$ cat src/rtl/div_seq.sv
// Iterative radix-2 restoring divider for DIV/DIVU: one quotient bit per cycle.
// Optional DIV_EARLY_EXIT_EN skips the iterations when |dividend| < |divisor|.
module div_seq #(
  parameter int DATA_W = 32
) (
  input  logic                clk,
  input  logic                rst,
  input  logic                signed_div_i,
  input  logic [DATA_W-1:0]   opdata1_i,
  input  logic [DATA_W-1:0]   opdata2_i,
  input  logic                start_i,
  input  logic                annul_i,
  output logic [2*DATA_W-1:0] result_o,
  output logic                ready_o,
  output logic                stallreq_o
);

  localparam int CNT_W = $clog2(DATA_W) + 1;

`ifdef DIV_EARLY_EXIT_EN
  typedef enum logic [2:0] {ST_FREE, ST_BYZERO, ST_ON, ST_END, ST_EARLY} state_t;
`else
  typedef enum logic [2:0] {ST_FREE, ST_BYZERO, ST_ON, ST_END} state_t;
`endif

  state_t              state, state_next;
  logic [CNT_W-1:0]    cnt, cnt_next;
  logic [DATA_W-1:0]   dvd, dvd_next;
  logic [DATA_W-1:0]   dvs, dvs_next;
  logic [DATA_W-1:0]   rem, rem_next;
  logic [DATA_W-1:0]   quo, quo_next;
  logic                sign1, sign1_next;
  logic                sign2, sign2_next;
  logic [2*DATA_W-1:0] result_next;
  logic                ready_next;

  logic                op1_neg, op2_neg;
  logic [DATA_W-1:0]   op1_abs, op2_abs;
  logic [DATA_W:0]     shifted, diff;
  logic                ge;
  logic [DATA_W-1:0]   step_rem, step_quo;

  function automatic logic [DATA_W-1:0] negate(input logic [DATA_W-1:0] v);
    return ~v + DATA_W'(1);
  endfunction

  assign stallreq_o = start_i & ~annul_i & ~ready_o;

  // Operand magnitudes and one restoring step; the subtractor is one bit wider than the data
  always_comb begin
    op1_neg  = signed_div_i & opdata1_i[DATA_W-1];
    op2_neg  = signed_div_i & opdata2_i[DATA_W-1];
    op1_abs  = op1_neg ? negate(opdata1_i) : opdata1_i;
    op2_abs  = op2_neg ? negate(opdata2_i) : opdata2_i;
    shifted  = {rem, dvd[DATA_W-1]};
    diff     = shifted - {1'b0, dvs};
    ge       = (shifted >= {1'b0, dvs});
    step_rem = ge ? diff[DATA_W-1:0] : shifted[DATA_W-1:0];
    step_quo = {quo[DATA_W-2:0], ge};
  end

  // Next-state and datapath control
  always_comb begin
    state_next  = state;
    cnt_next    = cnt;
    dvd_next    = dvd;
    dvs_next    = dvs;
    rem_next    = rem;
    quo_next    = quo;
    sign1_next  = sign1;
    sign2_next  = sign2;
    result_next = result_o;
    ready_next  = 1'b0;
    case (state)
      ST_FREE: begin
        result_next = '0;
        if (start_i && !annul_i) begin
          if (opdata2_i == '0) begin
            state_next = ST_BYZERO;
          end
`ifdef DIV_EARLY_EXIT_EN
          else if (op1_abs < op2_abs) begin
            rem_next   = opdata1_i;
            state_next = ST_EARLY;
          end
`endif
          else begin
            dvd_next   = op1_abs;
            dvs_next   = op2_abs;
            rem_next   = '0;
            quo_next   = '0;
            sign1_next = op1_neg;
            sign2_next = op2_neg;
            cnt_next   = '0;
            state_next = ST_ON;
          end
        end else begin
          state_next = ST_FREE;
        end
      end
      ST_BYZERO: begin
        result_next = '0;
        state_next  = ST_END;
      end
`ifdef DIV_EARLY_EXIT_EN
      ST_EARLY: begin
        result_next = {rem, {DATA_W{1'b0}}};
        state_next  = ST_END;
      end
`endif
      ST_ON: begin
        if (annul_i) begin
          state_next = ST_FREE;
        end else begin
          rem_next = step_rem;
          quo_next = step_quo;
          dvd_next = {dvd[DATA_W-2:0], 1'b0};
          cnt_next = cnt + CNT_W'(1);
          if (cnt == CNT_W'(DATA_W - 1)) begin
            // Remainder follows the dividend's sign, quotient the XOR of both signs
            result_next = {(sign1 ? negate(step_rem) : step_rem),
                           ((sign1 ^ sign2) ? negate(step_quo) : step_quo)};
            state_next  = ST_END;
          end else begin
            state_next = ST_ON;
          end
        end
      end
      ST_END: begin
        if (!start_i || annul_i) begin
          result_next = '0;
          state_next  = ST_FREE;
        end else begin
          ready_next = 1'b1;
        end
      end
      default: begin
        result_next = '0;
        state_next  = ST_FREE;
      end
    endcase
  end

  // State, datapath and registered outputs
  always_ff @(posedge clk or posedge rst) begin
    if (rst) begin
      state    <= ST_FREE;
      cnt      <= '0;
      dvd      <= '0;
      dvs      <= '0;
      rem      <= '0;
      quo      <= '0;
      sign1    <= 1'b0;
      sign2    <= 1'b0;
      result_o <= '0;
      ready_o  <= 1'b0;
    end else begin
      state    <= state_next;
      cnt      <= cnt_next;
      dvd      <= dvd_next;
      dvs      <= dvs_next;
      rem      <= rem_next;
      quo      <= quo_next;
      sign1    <= sign1_next;
      sign2    <= sign2_next;
      result_o <= result_next;
      ready_o  <= ready_next;
    end
  end

endmodule

$ cat config.mk
export PLATFORM = sky130hd
export DESIGN_NAME = div_seq
export DESIGN_NICKNAME = d
export VERILOG_FILES = /design/src/rtl/div_seq.sv
export SDC_FILE = /design/constraint.sdc
export NUM_CORES = 1
export LEC_CHECK = 0
export ABC_AREA = 1
export BUFFER_PORTS_ARGS = -buffer_cell sky130_fd_sc_hd__buf_2
export CORE_MARGIN = 2
export CORE_UTILIZATION = 44
export DETAILED_ROUTE_END_ITERATION = 16
export GPL_TIMING_DRIVEN = 0
export PLACE_DENSITY = 0.7
export SYNTH_ARGS = -nofsm -noshare
export SYNTH_HDL_FRONTEND = slang
export SYNTH_SLANG_ARGS = --single-unit
$ cat constraint.sdc
create_clock -name clk -period 13.3 [get_ports clk]
set_input_delay 3.325 -clock clk [delete_from_list [all_inputs] [get_ports clk]]
set_output_delay 3.325 -clock clk [all_outputs]
set_load 0.01 [all_outputs]
* After elaboration in Yosys (flattened, before gate mapping)
Cells that the tools add are included.
** Cells by class
- $add $sub $neg :: 6
- Order comparisons :: 1
- Equality and inequality tests :: 9
- Muxes and demuxes :: 31
- Bitwise logic cells :: 12
- Reductions and logical operators :: 10
** Operators by type and width (number)
- $mux 32 :: 11
- $mux 64 :: 3
- $add 32x1->32 const B :: 4
- $not 32->32 :: 4
- $pmux 32 s2 :: 2
- $pmux 64 s2 :: 1
- $pmux 31 s2 :: 1
- $ge 33x32->1 :: 1
- $logic_not 32->1 :: 1
- $sub 32x32->32 :: 1
- $mux 31 :: 1
- $mux 6 :: 3
- $pmux 3 s4 :: 1
- $pmux 6 s2 :: 1
- $ne 2x2->1 const B :: 5
- $add 6x1->6 const B :: 1
- $eq 3x2->1 const B :: 2
- $eq 6x5->1 const B :: 1
- $mux 3 :: 2
- $reduce_and 3->1 :: 2
- $and 1x1->1 :: 4
- $mux 2 :: 2
- $reduce_and 4->1 :: 1
- $eq 3x1->1 const B :: 1
- 8 further kinds :: 13
** Storage, ports and cells
- Register bits :: 203
- Output and inout port bits :: 66
- Logic and storage cells :: 79

* Longest topological paths before layout
Gate-level depths: netlist of run 1.
- Depth in word-level cells :: 8
- Gate-level depth with buffers :: 27
- Depth with buffers taken out :: 26

* Worst setup path before layout of run 1
Ideal clock, no wire load.
- Kind :: in2out
- From :: input port annul_i
- To :: output port stallreq_o
- Data arrival time :: 3.700 ns
- Data required time :: 9.975 ns
- Setup slack :: 6.275 ns
- Stages on the path :: 3
- Path buffers :: 0
- Cell sequence :: clkinv_1 -> nand2_1 -> nor2_1
** On the way
- Longest elaborated chain between the ends :: 3
** RTL lines
- start: declaration :: line 12 : input logic annul_i,
- $not 1->1 :: line 47 : assign stallreq_o = start_i & ~annul_i & ~ready_o;
- $and 1x1->1 (2 in series) :: line 47
- end: declaration :: line 15 : output logic stallreq_o
No other way between the ends.

* Worst setup path in the final report of run 1
Same ends and word-level chain as after synthesis.

==> results of run 1 <==
where the power goes:
part	total (W)	internal, W	leakage [nW]	switching, W
sequential	0.000841	0.000756	2.69	0.0000846
clock	0.000698	0.000421	0.399	0.000277
combinational	0.00252	0.000732	5.64	0.00179
flip-flops by register name, indices dropped and copies added (netlist names):
name	count
ready_o	1
sign1	1
sign2	1
rem	32
dvd	32
result_o	64
dvs	32
state	2
cnt	6
quo	31
final cells by class:
| cell class | count | area, µm² |
|---|---|---|
| fill | 3259 | 15400 |
| inverter | 312 | 1180 |
| clock buffer | 30 | 642 |
| timing repair buffer | 135 | 698 |
| clock inverter | 12 | 186 |
| multi-input combinational | 1588 | 7720 |
| tap | 435 | 544 |
| sequential | 202 | 5050 |
| buffer | 72 | 338 |
worst max-delay path: stages:
cell and delay, ps:
buf_2 110, clkinv_1 270, nand2_1 250, nor2_1 60, buf_2 130
placed cells by master, fill, tap and decap left out, types with 5 or more instances in the layout:
cell type | Yosys | routed
a21oi_1 | 72 | 72
a32o_1 | 7 | 7
buf_1 | 12 | 12
buf_2 | 9 | 143
buf_6 | 7 | 7
clkbuf_1 | 43 | 46
clkbuf_16 | 0 | 23
dfrtp_1 | 202 | 202
ha_1 | 37 | 37
inv_1 | 301 | 300
inv_2 | 8 | 8
nand2_1 | 721 | 721
nand2_2 | 10 | 10
nand3_1 | 145 | 145
nand3_2 | 8 | 8
nand3b_1 | 8 | 8
nand4_1 | 22 | 22
nor2_1 | 178 | 178
nor2_2 | 14 | 14
nor3_1 | 26 | 26
nor3_2 | 6 | 6
nor4_1 | 12 | 12
o211ai_1 | 7 | 7
o21ai_0 | 157 | 157
o21ai_1 | 21 | 21
o21ai_2 | 5 | 5
o22ai_1 | 44 | 44
xnor2_1 | 6 | 6
xor2_1 | 51 | 51
stage by stage:
step | worst slack (ps) | total power (W) | instances
detailed placement | 5820 | 0.00333 | 2744
CTS | 5820 | 0.00405 | 2786
floorplan | 4460 | 0.00262 | 2174
finish | 5820 | 0.00406 | 2786
global route | 5750 | 0.00443 | 2786
global placement | 2110 | 0.00331 | 2743
worst paths after layout:
path / to / cells after the start / start / slack (ps)
max: stallreq_o / 5 / annul_i / 5820
min: result_o[58] / 2 / result_o[58] / 480
max reg2reg: result_o[26] / 24 / rem[10] / 8780
min reg2reg: result_o[58] / 2 / result_o[58] / 480
max in group asynchronous: dvs[27] / 3 / rst / 9400
min in group asynchronous: result_o[13] / 2 / rst / 2980
cell families (layout without fill, tap and decap cells):
family	after synthesis	after routing	synth area share, %
simple gates	1161	1161	34.3
buf+inv	384	561	10.6
compound gates	332	332	12.9
flops	202	202	35.4
xor+xnor	57	57	3.49
fa+ha+maj	38	38	3.38
routing by layer:
| layer | part of all wire, % | track usage (%) | vias to the layer above |
|---|---|---|---|
| li1 | - | - | 7284 |
| met1 | 43 | 34.4 | 6832 |
| met2 | 48 | 47.3 | 470 |
| met3 | 5.5 | 3.36 | 95 |
| met4 | 3.5 | 9.47 | 0 |
| met5 | 0 | 0 | - |
==> flow_summary.json, run 1 <==
{
  "status": "finished clean",
  "start_util_pct": 44.9,
  "synth.cell_area_um2": 14300,
  "root_buffer": "clkbuf_16",
  "ys.flop_type": "dfrtp_1",
  "power_density_nw_per_um2": 248,
  "rows": 65,
  "final_cell_area_um2": 16400,
  "avgRoutedWirePerCell_um": 16.2,
  "fp.dieW_um": 184,
  "antenna_found_initial": 0,
  "peakVddDrop_mv": 0.126,
  "postCtsSetupBuffers": 0,
  "ctsResizeCount": 0,
  "cp.required_ps": 9970,
  "synth_common_cells": "721 x nand2_1, 301 x inv_1, 202 x dfrtp_1, 178 x nor2_1, 157 x o21ai_0",
  "cts_tree": "done",
  "wirelength_mm": 45.0,
  "cts_buffers": 23,
  "max_freq_ghz": 0.134,
  "finalMaxSlewViolations": 0,
  "hpwl_mm": 35.5,
  "setup_viol": 0,
  "nets": 2441,
  "drv_cap": 0,
  "tns_ps": 0,
  "hold_slack_ps": 477,
  "synth.area.top_cells": "dfrtp_1 35%, nand2_1 19%, inv_1 7.9%",
  "worstMarginPinSlew_ps": 955,
  "syn2layout_area_growth_pct": 14.5,
  "clk_latency_ps": 540,
  "synth-edff-count": 0,
  "final_util_pct": 51.5,
  "clockBufferDepth": 3,
  "ant_nets": 0,
  "hold_buffers": 0,
  "yosys_warnings": 0,
  "async_reset_ff_share_pct": 100,
  "boundaryPins": 135,
  "die_area_um2": 33900,
  "yosysMostFrequentCell": "nand2_1",
  "seq_area_frac_synth_pct": 35.4,
  "synth_cell_types": 45,
  "ys_ff_latch": 202,
  "overflow": 0,
  "portBuffers": 134,
  "drt-vias-per-instance": 5.27,
  "skew_ps": 18.6,
  "maxSlewHeadroom_pct": 36.1,
  "min_period_over_period_pct": 56.2,
  "netlist.area_leader.share_pct": 35.4,
  "drtIter0Drc": 1229,
  "place.gp.congestion": 0.952,
  "dpl_cell_area_um2": 15500,
  "grt_pass1_wl_mm": 72.8,
  "hold_class": "reg -> reg",
  "num_antenna_cells": 0,
  "htreeDepth": 1,
  "cts.sinks": 202,
  "period_needed_ps": 7480,
  "finalHoldViolCount": 0,
  "core_region_area_um2": 31800,
  "critical_path_class": "in -> out",
  "cp-end-kind": "primary output",
  "syn_inst": 2174,
  "grt_pass1_vias": 14200,
  "grt_util_all_layers_pct": 27.0,
  "p_leak_nw": 8.72,
  "rsz0062_at_grt": "false",
  "cts.clk_slew.worst_paths_ps": 60,
  "arrival_ps": 4150,
  "avgSynthCellArea_um2": 6.57,
  "grt_max_degree": 127,
  "start_kind": "primary input",
  "drc_errors": 0,
  "num_vias": 14700,
  "yosysTopAreaCell": "dfrtp_1",
  "drive_gt1_share_pct": 10.8,
  "die_y_um": 184,
  "cp_max_fo": 10,
  "dr.pass1.iters": 5,
  "syn-num-nets": 2281
}
No activity file was read; power rests on OpenSTA's default activity.
==> run 2, diff against run 1 <==
ABC_AREA = 0   (was 1)
clock period = 6.9 ns   (was 13.3 ns; I/O delays follow)
==> flow_summary.json, run 2 <==
{
  "cts.clk_slew.worst_paths_ps": 60,
  "peakVddDrop_mv": 0.170,
  "regArea_um2": 5050,
  "cts.sinks": 202,
  "largest_reg_flops": 64,
  "clk_latency_ps": 530,
  "ctsResizeCount": 1,
  "synth-edff-count": 0,
  "root_buffer": "clkbuf_16",
  "synth.area.top_cells": "dfrtp_1 38%, o21ai_0 7.4%, nand2_1 6.5%",
  "arrival_ps": 6910,
  "boundaryPins": 135,
  "synth_compound_area_share_pct": 23.4,
  "synth.cell_area_um2": 13100,
  "ant_nets": 0,
  "synth_cell_types": 72,
  "drive_gt1_share_pct": 12.6,
  "min_period_over_period_pct": 94.1,
  "critical_path_class": "reg -> reg",
  "seq_area_frac_synth_pct": 38.5,
  "hpwl_mm": 29.6,
  "crit_end": "result_o[62]",
  "max_freq_ghz": 0.154,
  "tns_ps": 0,
  "nFillCells": 2867,
  "grt_pass1_vias": 11700,
  "final_cell_mix": "228 x nand2_1, 202 x dfrtp_1, 194 x o21ai_0",
  "nets": 1855,
  "mostFrequentLayoutCell": "nand2_1",
  "ys.flop_type": "dfrtp_1",
  "ys_ff_latch": 202,
  "synthSimpleGateAreaFrac_pct": 19.0,
  "die_y_um": 177,
  "postCtsSetupBuffers": 0,
  "drv_cap": 0,
  "finalMaxSlewViolations": 0,
  "skew_ps": 11.1,
  "rsz0062_at_grt": "false",
  "drc_errors": 0,
  "start_util_pct": 44.6,
  "finalPower_w": 0.00354,
  "cp.required_ps": 7320,
  "async_reset_ff_share_pct": 100,
  "hold_buffers": 0,
  "timing.rr.end": "result_o[62]",
  "antenna_found_initial": 0,
  "hold_class": "reg -> reg",
  "rr_worst_depth": 20,
  "core_region_area_um2": 29500,
  "critPathLaunch": "rem[0]",
  "grt_util_all_layers_pct": 24.6,
  "clockBufferDepth": 3,
  "synth-xor-area-share_pct": 9.13,
  "overflow": 0,
  "period_needed_ps": 6490,
  "worstMarginPinSlew_ps": 881,
  "htreeDepth": 1,
  "grt_pass1_wl_mm": 62.0,
  "avgRoutedWirePerCell_um": 17.7,
  "place.gp.congestion": 0.910,
  "grt_max_degree": 44,
  "synth-adder-area-share_pct": 3.68,
  "syn2layout_area_growth_pct": 15.8,
  "finalHoldViolCount": 0,
  "worstReg2RegStart": "rem[0]",
  "num_antenna_cells": 0,
  "cts_buffers": 24,
  "portBuffers": 133,
  "p_leak_nw": 6.69,
  "num_vias": 12300,
  "synth_top_family_by_area": "compound AO/OA/AOI/OAI gates",
  "ff2ff_setup_slack_ps": 410,
  "status": "finished clean",
  "rows": 63,
  "dr.pass1.iters": 5,
  "netlist.area_leader.share_pct": 38.5,
  "wirelength_mm": 38.1,
  "drt-vias-per-instance": 5.70,
  "syn_inst": 1584,
  "cts_tree": "done",
  "cp_max_fo": 10,
  "yosysMostFrequentCell": "nand2_1",
  "drtIter0Drc": 1011,
  "yosys_warnings": 0,
  "cp-end-kind": "flop",
  "maxSlewHeadroom_pct": 40.6,
  "top_register": "result_o",
  "yosysTopAreaCell": "dfrtp_1",
  "die_area_um2": 31300,
  "multiInputGateArea_um2": 7450,
  "start_kind": "flop",
  "fp.dieW_um": 177,
  "syn-num-nets": 1691,
  "power_density_nw_per_um2": 233,
  "synth_common_cells": "228 x nand2_1, 202 x dfrtp_1, 195 x o21ai_0, 122 x a21oi_1, 117 x nor2_1",
  "avgSynthCellArea_um2": 8.29,
  "synth.mux.area_fraction_pct": 1.40,
  "setup_viol": 0
}
==> run 2: cell count changes in the layout (fill, tap and decap cells not counted), moves of 50 or more <==
cell,before,now
a21oi_1,72,122
inv_1,300,48
nand2_1,721,228
nand3_1,145,20
nor2_1,178,117
xnor2_1,6,90
==> run 2: metrics by stage <==
| stage | area, µm² | setup slack, ps | util (%) | hold slack [ps] | cells |
|---|---|---|---|---|---|
| global placement | 14300 | -23.5 | 48.5 | 457 | 2107 |
| finish | 15200 | 408 | 51.6 | 474 | 2156 |
| global route | 15200 | 130 | 51.6 | 494 | 2156 |
| floorplan | 13100 | 1860 | - | 449 | 1584 |
| detailed placement | 14400 | -39.9 | 48.8 | 468 | 2112 |
| CTS | 15200 | 105 | 51.6 | 482 | 2156 |
==> run 2: worst min path at each step <==
stage,depth (start not counted),slack [ps],startpoint,endpoint
after CTS,2,480,result_o[18],result_o[18]
after floorplan,2,450,dvd[10],dvd[10]
after global placement,2,460,result_o[29],result_o[29]
after detailed placement,2,470,result_o[28],result_o[28]
final,2,470,result_o[28],result_o[28]
after global routing,2,490,result_o[27],result_o[27]
==> run 2: power by group <==
| part | switching [W] | leakage, nW | internal (W) | total, W |
|---|---|---|---|---|
| clock network | 0.000527 | 0.393 | 0.000761 | 0.00129 |
| registers | 0.0000537 | 2.71 | 0.00128 | 0.00133 |
| logic | 0.000605 | 3.59 | 0.000312 | 0.000917 |
==> run 2: area by class of cell <==
class | count | area share, %
Clock buffer | 32 | 4.41
Tap cell | 390 | 3.21
Timing Repair Buffer | 138 | 5.03
Clock inverter | 12 | 0.880
Sequential cell | 202 | 33.2
Multi-Input combinational cell | 1240 | 49.0
Inverter | 49 | 1.23
Buffer | 93 | 3.02
==> run 2: routing by layer <==
metal / vias to the layer above / routed length [µm] / GRT usage, % / share of wire (%)
met1: 5856 / 17700 / 36.7 / 46
met5: - / 0 / 0 / 0
li1: 5963 / - / - / -
met4: 0 / 750 / 5.79 / 2.0
met3: 57 / 2860 / 3.16 / 7.5
met2: 419 / 16800 / 37.8 / 44
==> run 2: worst max-delay path: stages, from the launching register on <==
cell and delay (ps):
dfrtp_1 510, ha_1 370, nor2b_1 150, o211ai_1 230, a2111o_1 490, and3_1 250, o21ai_4 400, clkbuf_2 350
clkbuf_1 460, clkbuf_2 410, nand2_1 80, o21ai_0 340, ha_1 340, inv_1 80, nor4_1 250, a21oi_1 220
or3b_1 430, clkbuf_1 200, o41ai_1 480, xnor2_1 110, a22o_1 190
==> run 2: cell families (layout without fill, tap and decap cells) <==
logic type | Yosys count | in the layout
simple gates | 540 | 540
buf+inv | 142 | 324
xor+xnor | 137 | 137
compound gates | 507 | 507
flops | 202 | 202
fa+ha+maj | 38 | 38
mux | 18 | 18
==> run 3, diff against run 2 <==
--- a/config.mk
+++ b/config.mk
@@ -8,3 +8,2 @@
 export ABC_AREA = 0
-export BUFFER_PORTS_ARGS = -buffer_cell sky130_fd_sc_hd__buf_2
 export CORE_MARGIN = 2
@@ -12,4 +11,5 @@
 export DETAILED_ROUTE_END_ITERATION = 16
+export DONT_BUFFER_PORTS = 1
 export GPL_TIMING_DRIVEN = 0
-export PLACE_DENSITY = 0.7
+export PLACE_DENSITY = 0.67
 export SYNTH_ARGS = -nofsm -noshare
--- a/constraint.sdc
+++ b/constraint.sdc
@@ -3,2 +3,2 @@
 set_output_delay 1.725 -clock clk [all_outputs]
-set_load 0.01 [all_outputs]
+set_load 0.005 [all_outputs]
==> flow_summary.json, run 3 (synthesis results as in run 2) <==
{
  "cts.clk_slew.worst_paths_ps": 60,
  "avgRoutedWirePerCell_um": 18.6,
  "final_util_pct": 49.1,
  "nets": 1720,
  "finalMaxSlewViolations": 0,
  "grt_pass1_wl_mm": 60.3,
  "grt_util_all_layers_pct": 24.0,
  "root_buffer": "clkbuf_16",
  "ff2ff_setup_slack_ps": 440,
  "grt_pass1_vias": 11300,
  "status": "finished clean",
  "rr_worst_depth": 20,
  "start_util_pct": 44.6,
  "clk_latency_ps": 530,
  "slowest_stage": "dfrtp_1",
  "drtIter0Drc": 756,
  "final_cell_mix": "228 x nand2_1, 202 x dfrtp_1, 194 x o21ai_0",
  "cp_max_fo": 10,
  "hold_buffers": 0,
  "cp-end-kind": "flop",
  "start_kind": "flop",
  "cts.sinks": 202,
  "cp.required_ps": 7320,
  "hpwl_mm": 29.4,
  "hold_slack_ps": 479,
  "drt-vias-per-instance": 5.80,
  "portBuffers": 0,
  "finalHoldViolCount": 0,
  "min_period_over_period_pct": 93.7,
  "slowest_delay_ps": 490,
  "antenna_found_initial": 0,
  "drv_cap": 0,
  "postCtsSetupBuffers": 0,
  "wirelength_mm": 37.5,
  "ant_nets": 0,
  "nFillCells": 2878,
  "critical_path_class": "reg -> reg",
  "p_leak_nw": 6.02,
  "fp.dieW_um": 177,
  "drc_errors": 0,
  "rows": 63,
  "core_region_area_um2": 29500,
  "finalPower_w": 0.00341,
  "cts_tree": "done",
  "period_needed_ps": 6460,
  "skew_ps": 14.0,
  "final_cell_area_um2": 14500,
  "die_area_um2": 31300,
  "fin_cells": 2019,
  "top_register": "result_o",
  "maxSlewHeadroom_pct": 38.9,
  "timing.rr.end": "result_o[62]",
  "syn2layout_area_growth_pct": 10.1,
  "worstMarginPinSlew_ps": 913,
  "hold_start": "dvd[21]",
  "largest_reg_flops": 64,
  "arrival_ps": 6890,
  "path_cells": "ha_1, nor2b_1, o211ai_1, a2111o_1, and3_1, o21ai_4, clkbuf_1, clkbuf_1, clkbuf_2, nand2_1, o21ai_0, ha_1, inv_1, nor4_1, a21oi_1, or3b_1, clkbuf_1, o41ai_1, xnor2_1, a22o_1",
  "cp_common_cell": "clkbuf_1",
  "cts_buffers": 23,
  "die_y_um": 177,
  "holdPathEnd": "dvd[21]",
  "dpl_cell_area_um2": 13700,
  "htreeDepth": 1,
  "power_density_nw_per_um2": 235,
  "max_freq_ghz": 0.155,
  "mostFrequentLayoutCell": "nand2_1",
  "hold_class": "reg -> reg",
  "clockBufferDepth": 3,
  "peakVddDrop_mv": 0.151,
  "grt_max_degree": 44,
  "dr.pass1.iters": 5,
  "overflow": 0,
  "num_vias": 11700,
  "whs_path_depth": 2,
  "place.gp.congestion": 0.921,
  "boundaryPins": 135,
  "worstReg2RegStart": "rem[0]",
  "place_inst": 1979,
  "setup_viol": 0,
  "drive_gt1_share_pct": 5.04
}
run 3: cell count changes in the layout (fill, tap and decap cells not counted):
| cell | before | now |
|---|---|---|
| clkinv_8 | 1 | 0 |
| diode_2 | 0 | 1 |
| clkbuf_16 | 24 | 23 |
| clkinvlp_4 | 3 | 2 |
| bufinv_16 | 2 | 1 |
| inv_6 | 1 | 2 |
| clkbuf_1 | 74 | 76 |
| clkbuf_2 | 7 | 5 |
| inv_16 | 0 | 1 |
| clkinv_2 | 5 | 4 |
| clkbuf_8 | 4 | 2 |
| buf_2 | 136 | 3 |
run 3: what timing repair did:
item                       CTS  global route
setup endpoints to repair    4            10
gates resized for setup      1             4
pin swaps                    0             0
run 3: final cells by class:
type	count	area [µm²]	share of cell area (%)
repair buffers	5	100	0.692
inverters	49	188	1.30
multi-input cells	1240	7450	51.5
diodes	1	2.50	0.0173
clock buffers	30	622	4.30
plain buffers	92	453	3.13
flip-flops and latches	202	5050	35.0
well taps	390	488	3.37
clock inverters	10	104	0.718
run 3: critical path, delay by kind of cell, from the launching register on:
kind            cells  cell delay (ps)
xor+xnor            1              130
simple gates        5             1120
fa+ha+maj           2              710
buf+inv             5             1630
compound gates      7             2270
flops               1              490
run 3: how the worst max path moves through the flow:
| stage | to | from | cells past startpoint |
|---|---|---|---|
| 3_3_place_gp | result_o[30] | rem[7] | 22 |
| 4_1_cts | result_o[30] | rem[7] | 22 |
| 2_1_floorplan | result_o[26] | rem[7] | 22 |
| 5_1_grt | result_o[62] | rem[23] | 21 |
| 6_report | result_o[62] | rem[0] | 20 |
| 3_5_place_dp | result_o[30] | rem[7] | 22 |
run 3: routing by layer:
| layer | track usage (%) | up-vias | part of all wire (%) |
|---|---|---|---|
| met3 | 5.05 | 65 | 8.2 |
| met5 | 0 | - | 0 |
| met2 | 37.0 | 416 | 43 |
| li1 | - | 5684 | - |
| met4 | 6.20 | 0 | 2.5 |
| met1 | 34.4 | 5540 | 46 |
run 3: power breakdown:
part           internal [W]  total, W  switching, W
clock              0.000680   0.00120      0.000517
sequential          0.00128   0.00133     0.0000519
combinational      0.000299  0.000878      0.000580
run 3: stage by stage:
step           setup TNS [ps]  setup slack, ps
2_1_floorplan               0             1860
3_3_place_gp                0             9.38
3_5_place_dp             -309            -92.2
4_1_cts                     0             68.8
5_1_grt                 -6.28            -6.28
6_report                    0              436
